### src/rtl/pipe_trace_if.sv
// Trace capture / drain bus between the ID-stage tap, debug host and trace buffer.
interface pipe_trace_if #(
    parameter int unsigned PC_W   = 32,
    parameter int unsigned DATA_W = 32,
    parameter int unsigned DEPTH  = 16,
    parameter int unsigned CNT_W  = 16
);
    localparam int unsigned LVL_W = $clog2(DEPTH) + 1;

    logic              trc_en;
    logic              trc_valid;
    logic [PC_W-1:0]   trc_pc;
    logic [31:0]       trc_instr;
    logic [DATA_W-1:0] trc_wd;
    logic              mode;
    logic              rd_req;
    logic              rd_valid;
    logic [PC_W-1:0]   rd_pc;
    logic [31:0]       rd_instr;
    logic [DATA_W-1:0] rd_wd;
    logic [LVL_W-1:0]  level;
    logic              full;
    logic              empty;
    logic              overflow;
    logic              clr;
    logic [3:0]        cnt_sel;
    logic [CNT_W-1:0]  cnt_out;

    modport master (
        output trc_en, trc_valid, trc_pc, trc_instr, trc_wd, mode, rd_req, clr, cnt_sel,
        input  rd_valid, rd_pc, rd_instr, rd_wd, level, full, empty, overflow, cnt_out
    );

    modport slave (
        input  trc_en, trc_valid, trc_pc, trc_instr, trc_wd, mode, rd_req, clr, cnt_sel,
        output rd_valid, rd_pc, rd_instr, rd_wd, level, full, empty, overflow, cnt_out
    );
endinterface

### src/rtl/pipe_trace_buffer.sv
// Circular instruction trace buffer with stop/wrap modes and per-class counters.
module pipe_trace_buffer #(
    parameter int unsigned PC_W   = 32,
    parameter int unsigned DATA_W = 32,
    parameter int unsigned DEPTH  = 16,
    parameter int unsigned CNT_W  = 16
) (
    input logic        clk,
    input logic        rst,
    pipe_trace_if.slave t
);
    localparam int unsigned AW    = $clog2(DEPTH);
    localparam int unsigned LVL_W = AW + 1;
    localparam int unsigned ENT_W = PC_W + 32 + DATA_W;
    localparam int unsigned NCLS  = 16;

    logic [ENT_W-1:0] mem [DEPTH];
    logic [AW-1:0]    wp;
    logic [AW-1:0]    rp;
    logic [LVL_W-1:0] lvl;
    logic [LVL_W-1:0] lvl_nxt_c;
    logic             full_q;
    logic             empty_q;
    logic             ovf_q;
    logic             rd_valid_q;
    logic [ENT_W-1:0] rd_ent_q;
    logic [CNT_W-1:0] cnt [NCLS];

    logic       push_c;
    logic       pop_c;
    logic       full_c;
    logic       wr_c;
    logic       ovf_c;
    logic [5:0] op_c;
    logic [5:0] fn_c;
    logic [3:0] cls_c;

    assign push_c = t.trc_en & t.trc_valid;
    assign full_c = (lvl == LVL_W'(DEPTH));
    assign pop_c  = t.rd_req & (lvl != '0);
    // A push is written unless it hits a full buffer in stop mode with no pop to make room.
    assign wr_c   = push_c & (~full_c | pop_c | t.mode);
    assign ovf_c  = push_c & full_c & ~pop_c;
    assign op_c   = t.trc_instr[31:26];
    assign fn_c   = t.trc_instr[5:0];

    // Instruction class decode of the ID-stage word.
    always_comb begin
        cls_c = 4'd14;
        if (t.trc_instr == 32'd0) begin
            cls_c = 4'd0;
        end else if (op_c == 6'd0) begin
            case (fn_c)
                6'd32:   cls_c = 4'd1;
                6'd34:   cls_c = 4'd2;
                6'd36:   cls_c = 4'd3;
                6'd37:   cls_c = 4'd4;
                6'd2:    cls_c = 4'd5;
                6'd25:   cls_c = 4'd6;
                6'd16:   cls_c = 4'd7;
                6'd18:   cls_c = 4'd8;
                default: cls_c = 4'd14;
            endcase
        end else begin
            case (op_c)
                6'd9:    cls_c = 4'd9;
                6'd35:   cls_c = 4'd10;
                6'd43:   cls_c = 4'd11;
                6'd4:    cls_c = 4'd12;
                6'd2:    cls_c = 4'd13;
                default: cls_c = 4'd14;
            endcase
        end
    end

    // Next occupancy: a dropped or wrapped push on full leaves it at DEPTH.
    always_comb begin
        lvl_nxt_c = lvl;
        if (push_c && !full_c && !pop_c) begin
            lvl_nxt_c = lvl + LVL_W'(1);
        end else if (pop_c && !push_c) begin
            lvl_nxt_c = lvl - LVL_W'(1);
        end
    end

    // Entry storage; not reset, validity is tracked by the pointers.
    always_ff @(posedge clk) begin
        if (wr_c) begin
            mem[wp] <= {t.trc_pc, t.trc_instr, t.trc_wd};
        end
    end

    // Pointers, occupancy flags, overflow and the registered read port.
    always_ff @(posedge clk or posedge rst) begin
        if (rst) begin
            wp         <= '0;
            rp         <= '0;
            lvl        <= '0;
            full_q     <= 1'b0;
            empty_q    <= 1'b1;
            ovf_q      <= 1'b0;
            rd_valid_q <= 1'b0;
            rd_ent_q   <= '0;
        end else begin
            if (wr_c) begin
                wp <= wp + AW'(1);
            end
            if (pop_c || (ovf_c && t.mode)) begin
                rp <= rp + AW'(1);
            end
            lvl     <= lvl_nxt_c;
            full_q  <= (lvl_nxt_c == LVL_W'(DEPTH));
            empty_q <= (lvl_nxt_c == '0);
            if (t.clr) begin
                ovf_q <= 1'b0;
            end else if (ovf_c) begin
                ovf_q <= 1'b1;
            end
            rd_valid_q <= pop_c;
            if (pop_c) begin
                rd_ent_q <= mem[rp];
            end
        end
    end

    // Saturating class counters; slot 15 counts every push, dropped ones included.
    always_ff @(posedge clk or posedge rst) begin
        if (rst) begin
            for (int i = 0; i < NCLS; i++) cnt[i] <= '0;
        end else if (t.clr) begin
            for (int i = 0; i < NCLS; i++) cnt[i] <= '0;
        end else if (push_c) begin
            for (int i = 0; i < NCLS; i++) begin
                if ((4'(i) == cls_c || i == NCLS - 1) && cnt[i] != '1) begin
                    cnt[i] <= cnt[i] + CNT_W'(1);
                end
            end
        end
    end

    assign t.rd_valid = rd_valid_q;
    assign t.rd_pc    = rd_ent_q[ENT_W-1 -: PC_W];
    assign t.rd_instr = rd_ent_q[DATA_W +: 32];
    assign t.rd_wd    = rd_ent_q[DATA_W-1:0];
    assign t.level    = lvl;
    assign t.full     = full_q;
    assign t.empty    = empty_q;
    assign t.overflow = ovf_q;
    assign t.cnt_out  = cnt[t.cnt_sel];
endmodule

### src/flat_wrapper.sv
// flat-port wrapper written by rule: the top's interface ports become plain ports
module pipe_trace_buffer_flat 
#(
    parameter int unsigned PC_W   = 32,
    parameter int unsigned DATA_W = 32,
    parameter int unsigned DEPTH  = 16,
    parameter int unsigned CNT_W  = 16
)
  (clk, rst, t_trc_en, t_trc_valid, t_trc_pc, t_trc_instr, t_trc_wd, t_mode, t_rd_req, t_clr, t_cnt_sel, t_rd_valid, t_rd_pc, t_rd_instr, t_rd_wd, t_level, t_full, t_empty, t_overflow, t_cnt_out);
  pipe_trace_if #(.PC_W(PC_W), .DATA_W(DATA_W), .DEPTH(DEPTH), .CNT_W(CNT_W)) t_i ();
  input logic clk;
  input logic rst;
  input wire logic [$bits(t_i.trc_en)-1:0] t_trc_en;
  input wire logic [$bits(t_i.trc_valid)-1:0] t_trc_valid;
  input wire logic [$bits(t_i.trc_pc)-1:0] t_trc_pc;
  input wire logic [$bits(t_i.trc_instr)-1:0] t_trc_instr;
  input wire logic [$bits(t_i.trc_wd)-1:0] t_trc_wd;
  input wire logic [$bits(t_i.mode)-1:0] t_mode;
  input wire logic [$bits(t_i.rd_req)-1:0] t_rd_req;
  input wire logic [$bits(t_i.clr)-1:0] t_clr;
  input wire logic [$bits(t_i.cnt_sel)-1:0] t_cnt_sel;
  output wire logic [$bits(t_i.rd_valid)-1:0] t_rd_valid;
  output wire logic [$bits(t_i.rd_pc)-1:0] t_rd_pc;
  output wire logic [$bits(t_i.rd_instr)-1:0] t_rd_instr;
  output wire logic [$bits(t_i.rd_wd)-1:0] t_rd_wd;
  output wire logic [$bits(t_i.level)-1:0] t_level;
  output wire logic [$bits(t_i.full)-1:0] t_full;
  output wire logic [$bits(t_i.empty)-1:0] t_empty;
  output wire logic [$bits(t_i.overflow)-1:0] t_overflow;
  output wire logic [$bits(t_i.cnt_out)-1:0] t_cnt_out;
  assign t_i.trc_en = t_trc_en;
  assign t_i.trc_valid = t_trc_valid;
  assign t_i.trc_pc = t_trc_pc;
  assign t_i.trc_instr = t_trc_instr;
  assign t_i.trc_wd = t_trc_wd;
  assign t_i.mode = t_mode;
  assign t_i.rd_req = t_rd_req;
  assign t_i.clr = t_clr;
  assign t_i.cnt_sel = t_cnt_sel;
  assign t_rd_valid = t_i.rd_valid;
  assign t_rd_pc = t_i.rd_pc;
  assign t_rd_instr = t_i.rd_instr;
  assign t_rd_wd = t_i.rd_wd;
  assign t_level = t_i.level;
  assign t_full = t_i.full;
  assign t_empty = t_i.empty;
  assign t_overflow = t_i.overflow;
  assign t_cnt_out = t_i.cnt_out;
  pipe_trace_buffer #(.PC_W(PC_W), .DATA_W(DATA_W), .DEPTH(DEPTH), .CNT_W(CNT_W)) u_core (.clk(clk), .rst(rst), .t(t_i));
endmodule
### config.mk
export PLATFORM = sky130hd
export DESIGN_NAME = pipe_trace_buffer_flat
export DESIGN_NICKNAME = d
export VERILOG_FILES = /design/src/rtl/pipe_trace_if.sv /design/src/rtl/pipe_trace_buffer.sv /design/src/flat_wrapper.sv
export SDC_FILE = /design/constraint.sdc
export NUM_CORES = 2
export LEC_CHECK = 0
export ABC_AREA = 1
export CORE_AREA = 2 2 533 535
export CTS_CLUSTER_SIZE = 40
export DETAILED_ROUTE_END_ITERATION = 10
export DIE_AREA = 0 0 535 537
export GPL_TIMING_DRIVEN = 0
export PLACE_DENSITY = 0.55
export SETUP_SLACK_MARGIN = 0.5
export SYNTH_ARGS = -nofsm -noshare
export SYNTH_HDL_FRONTEND = slang
export SYNTH_SLANG_ARGS = --single-unit
### constraint.sdc
create_clock -name clk -period 33.3 [get_ports clk]
set_input_delay 4.995 -clock clk [delete_from_list [all_inputs] [get_ports clk]]
set_output_delay 4.995 -clock clk [all_outputs]
set_load 0.005 [all_outputs]
==> out/qor.yml <==
status:
  outcome: "complete, but fails checks"
  failing_checks: "capacitance limit, slew limit"
sta:
  grt_setup_unrepaired: "false"
  tightest_slew_ps: 1580
  maxClockFrequency_ghz: 0.0750
  finalSetupViolCount: 0
  layout_worst_path_cycle_share_pct: 40.0
  setup_total_neg_slack_ps: 0
  finalHoldViolCount: 0
  slew_headroom_pct: -5.14
  timing.final.crit_period_ps: 13330
  fin_skew_ps: 108
  pins_over_their_slew_limit: 11
synth:
  synth-warning-count: 0
  dominantRegCellSynth: "edfxtp_1"
  synth-seq-area-share_pct: 68.1
  post-synth-top-count-cell: "edfxtp_1"
  yosys-top-cells-area: "edfxtp_1, dfrtp_1, o21ai_0"
  netlist.top_cell.by_area: "edfxtp_1"
  synth-edff-count: 1536
  ys_async_sr_fraction_pct: 19.4
  synthesis.area_per_instance_um2: 11.5
  yosys_register_bits: 1905
  synth_nets: 7212
  netlist.area_leader.share_pct: 56.8
  post_synth_most_frequent_cells: "edfxtp_1, nor2_1, o21ai_0"
  netlist_instances: 7081
  synth.distinct_cells: 54
  post_synth_instance_area_um2: 81300
grt:
  antenna_violations_before_repair: 39
  grt_pass1_vias: 59726
  global_route.usage.total_pct: 20.1
  wire_length_of_the_first_global_routing_pass_mm: 425
  grt_max_degree: 118
  grt_overflow_total: 0
place:
  gp_congestion: 0.937
  place.detailed.hpwl_mm: 210
  placedCellCount: 11149
  port_buffers: 223
cts:
  clkSlewWorstSetupHoldPaths_ps: 60
  cts_buffer_depth: 4
  clock_latency_late_sink_ps: 900
  cts_setup_buffers: 0
  clockRootBuffer: "clkbuf_16"
  tritoncts: "yes"
  cts_hold_repair.buffers: 0
  cts_repair_resize_count: 0
  ctsHtreeMaxLevel: 4
  cts_sinks: 1905
  number_of_buffers_created_by_cts: 203
floorplanning:
  start_util_pct: 28.9
  placeableCoreArea_um2: 281000
  fp.dieArea_um2: 287000
  floorplan.die.width_um: 535
  io-pin-count: 228
  rows: 195
  height_of_the_die_um: 537
critical_path:
  cp_data_arrival_time_ps: 8330
  critical_path_required_ps: 28300
  critPathMaxFanout: 10
  end_kind: "output port"
  setup.worst_path.class: "input pin to output port"
  timing.reg2reg.setup_slack_ps: 28890
  worst_setup_path_start_kind: "input pin"
route:
  avgRoutedWirePerCell_um: 25.9
  finalWirelength_mm: 298
  initialDrtViolationCount: 7517
  drc_errors: 0
  drt_pass1_iterations: 6
  detail_route.vias_per_cell: 5.31
  vias: 61216
  drtAntennaViolNets: 0
layout:
  final.fill_count: 27786
  finish.utilization_pct: 34.4
  finalNonFillerCells: 11529
  finalNetCount: 7742
  final_layout_size_suffix_gt1_share_pct: 7.07
  area.growth.synth_to_final_pct: 19.1
flow_run:
  drv_cap: 1
power:
  power.leakage_nw: 33.1
  power-per-cell-area_nw_per_um2: 77.0
  vdd_ir_drop_max_uv: 54.1
hold_path:
  min_path_type: "register to register"
## placed cells by master (no fill, tap or decap), drive strengths merged, types with 2 or more instances in the layout
| cell | Yosys | final |
|---|---|---|
| a21oi | 147 | 147 |
| a31o | 2 | 2 |
| a31oi | 98 | 98 |
| buf | 99 | 201 |
| bufinv | 0 | 18 |
| clkbuf | 372 | 656 |
| clkdlybuf4s50 | 0 | 223 |
| clkinv | 2 | 55 |
| clkinvlp | 0 | 5 |
| dfrtp | 368 | 368 |
| diode | 0 | 16 |
| edfxtp | 1536 | 1536 |
| ha | 24 | 24 |
| inv | 361 | 365 |
| mux2i | 8 | 8 |
| nand2 | 523 | 523 |
| nand3 | 422 | 422 |
| nand4 | 173 | 173 |
| nor2 | 1157 | 1157 |
| nor3 | 87 | 87 |
| nor3b | 3 | 3 |
| nor4 | 19 | 19 |
| o211ai | 14 | 14 |
| o21a | 2 | 2 |
| o21ai | 1037 | 1037 |
| o21bai | 8 | 8 |
| o221ai | 322 | 322 |
| o22ai | 140 | 140 |
| o31ai | 5 | 5 |
| or2 | 2 | 2 |
| xnor2 | 16 | 16 |
| xor2 | 125 | 125 |
## where the power goes
| part | total, W | switching [W] | internal, W |
|---|---|---|---|
| combinational | 0.00235 | 0.00170 | 0.000649 |
| clock | 0.00227 | 0.000960 | 0.00131 |
| sequential | 0.00284 | 0.000103 | 0.00274 |
## path summary, 6_finish.rpt
check                                       to              start  cells after the start
max                               t_cnt_out[8]       t_cnt_sel[1]                      8
min                            u_core.cnt[104]    u_core.cnt[104]                      1
max reg2reg                 u_core.mem[11][85]  u_core.t.level[0]                     12
min reg2reg                    u_core.cnt[104]    u_core.cnt[104]                      1
max in group asynchronous    u_core.t.level[3]                rst                      3
min in group asynchronous  u_core.rd_ent_q[23]                rst                      2
## metal layers
metal  GRT usage (%)  up-vias  share of wire [%]
met5               0        -              0.020
met4            8.06       10                3.9
met3            3.37      543                7.7
met2            33.3     2766                 48
met1            26.1    30880                 41
li1                -    27017                  -
## critical path, stage by stage
cell and delay, ps:
clkdlybuf4s50_1 680, clkbuf_1 390, clkbuf_1 580, o21ai_0 190
a21oi_1 160, o22ai_1 110, o21ai_0 570, clkdlybuf4s50_1 630
## flip-flops by register name, indices dropped and copies added (netlist names)
register           flops
u_core.cnt           256
u_core.t.full          1
u_core.t.level         5
u_core.rd_ent_q       96
u_core.t.empty         1
u_core.mem          1536
u_core.t.rd_valid      1
u_core.rp              4
u_core.t.overflow      1
u_core.wp              4
## final cells by class
type / instances / area [µm²] / area share [%]
Multi-Input combinational cell: 4342 / 22700 / 23.5
Sequential cell: 1905 / 55400 / 57.2
Clock inverter: 80 / 892 / 0.922
Timing Repair Buffer: 325 / 4180 / 4.32
Inverter: 363 / 1370 / 1.42
Clock buffer: 284 / 5590 / 5.77
Tap cell: 3743 / 4680 / 4.84
Antenna cell: 16 / 40.0 / 0.0414
Buffer: 471 / 1930 / 1.99
## cells by family (layout without fill, tap and decap cells)
logic type,after synthesis,in the layout,share of synthesized area (%)
and+or+nand+nor,2389,2389,12.9
DFF,1905,1905,68.1
AOI/OAI and AO/OA,1780,1780,13.0
buffers and inverters,834,1523,4.03
xor gates and xnor gates,141,141,1.52
adders and majority gates,24,24,0.370
muxes,8,8,0.0986
other,0,16,0
## per-stage QoR
| step | power [W] | instance area [µm²] | hold WS (ps) | worst slack (ps) |
|---|---|---|---|---|
| 2_1_floorplan | 0.00400 | 81300 | 456 | 18060 |
| 3_3_place_gp | 0.00516 | 88200 | 506 | 10130 |
| 3_5_place_dp | 0.00521 | 90300 | 517 | 20110 |
| 4_1_cts | 0.00746 | 96700 | 526 | 20090 |
| 5_1_grt | 0.00773 | 96800 | 552 | 19930 |
| 6_report | 0.00746 | 96800 | 526 | 19970 |
Power figures use the tool's default switching activity.
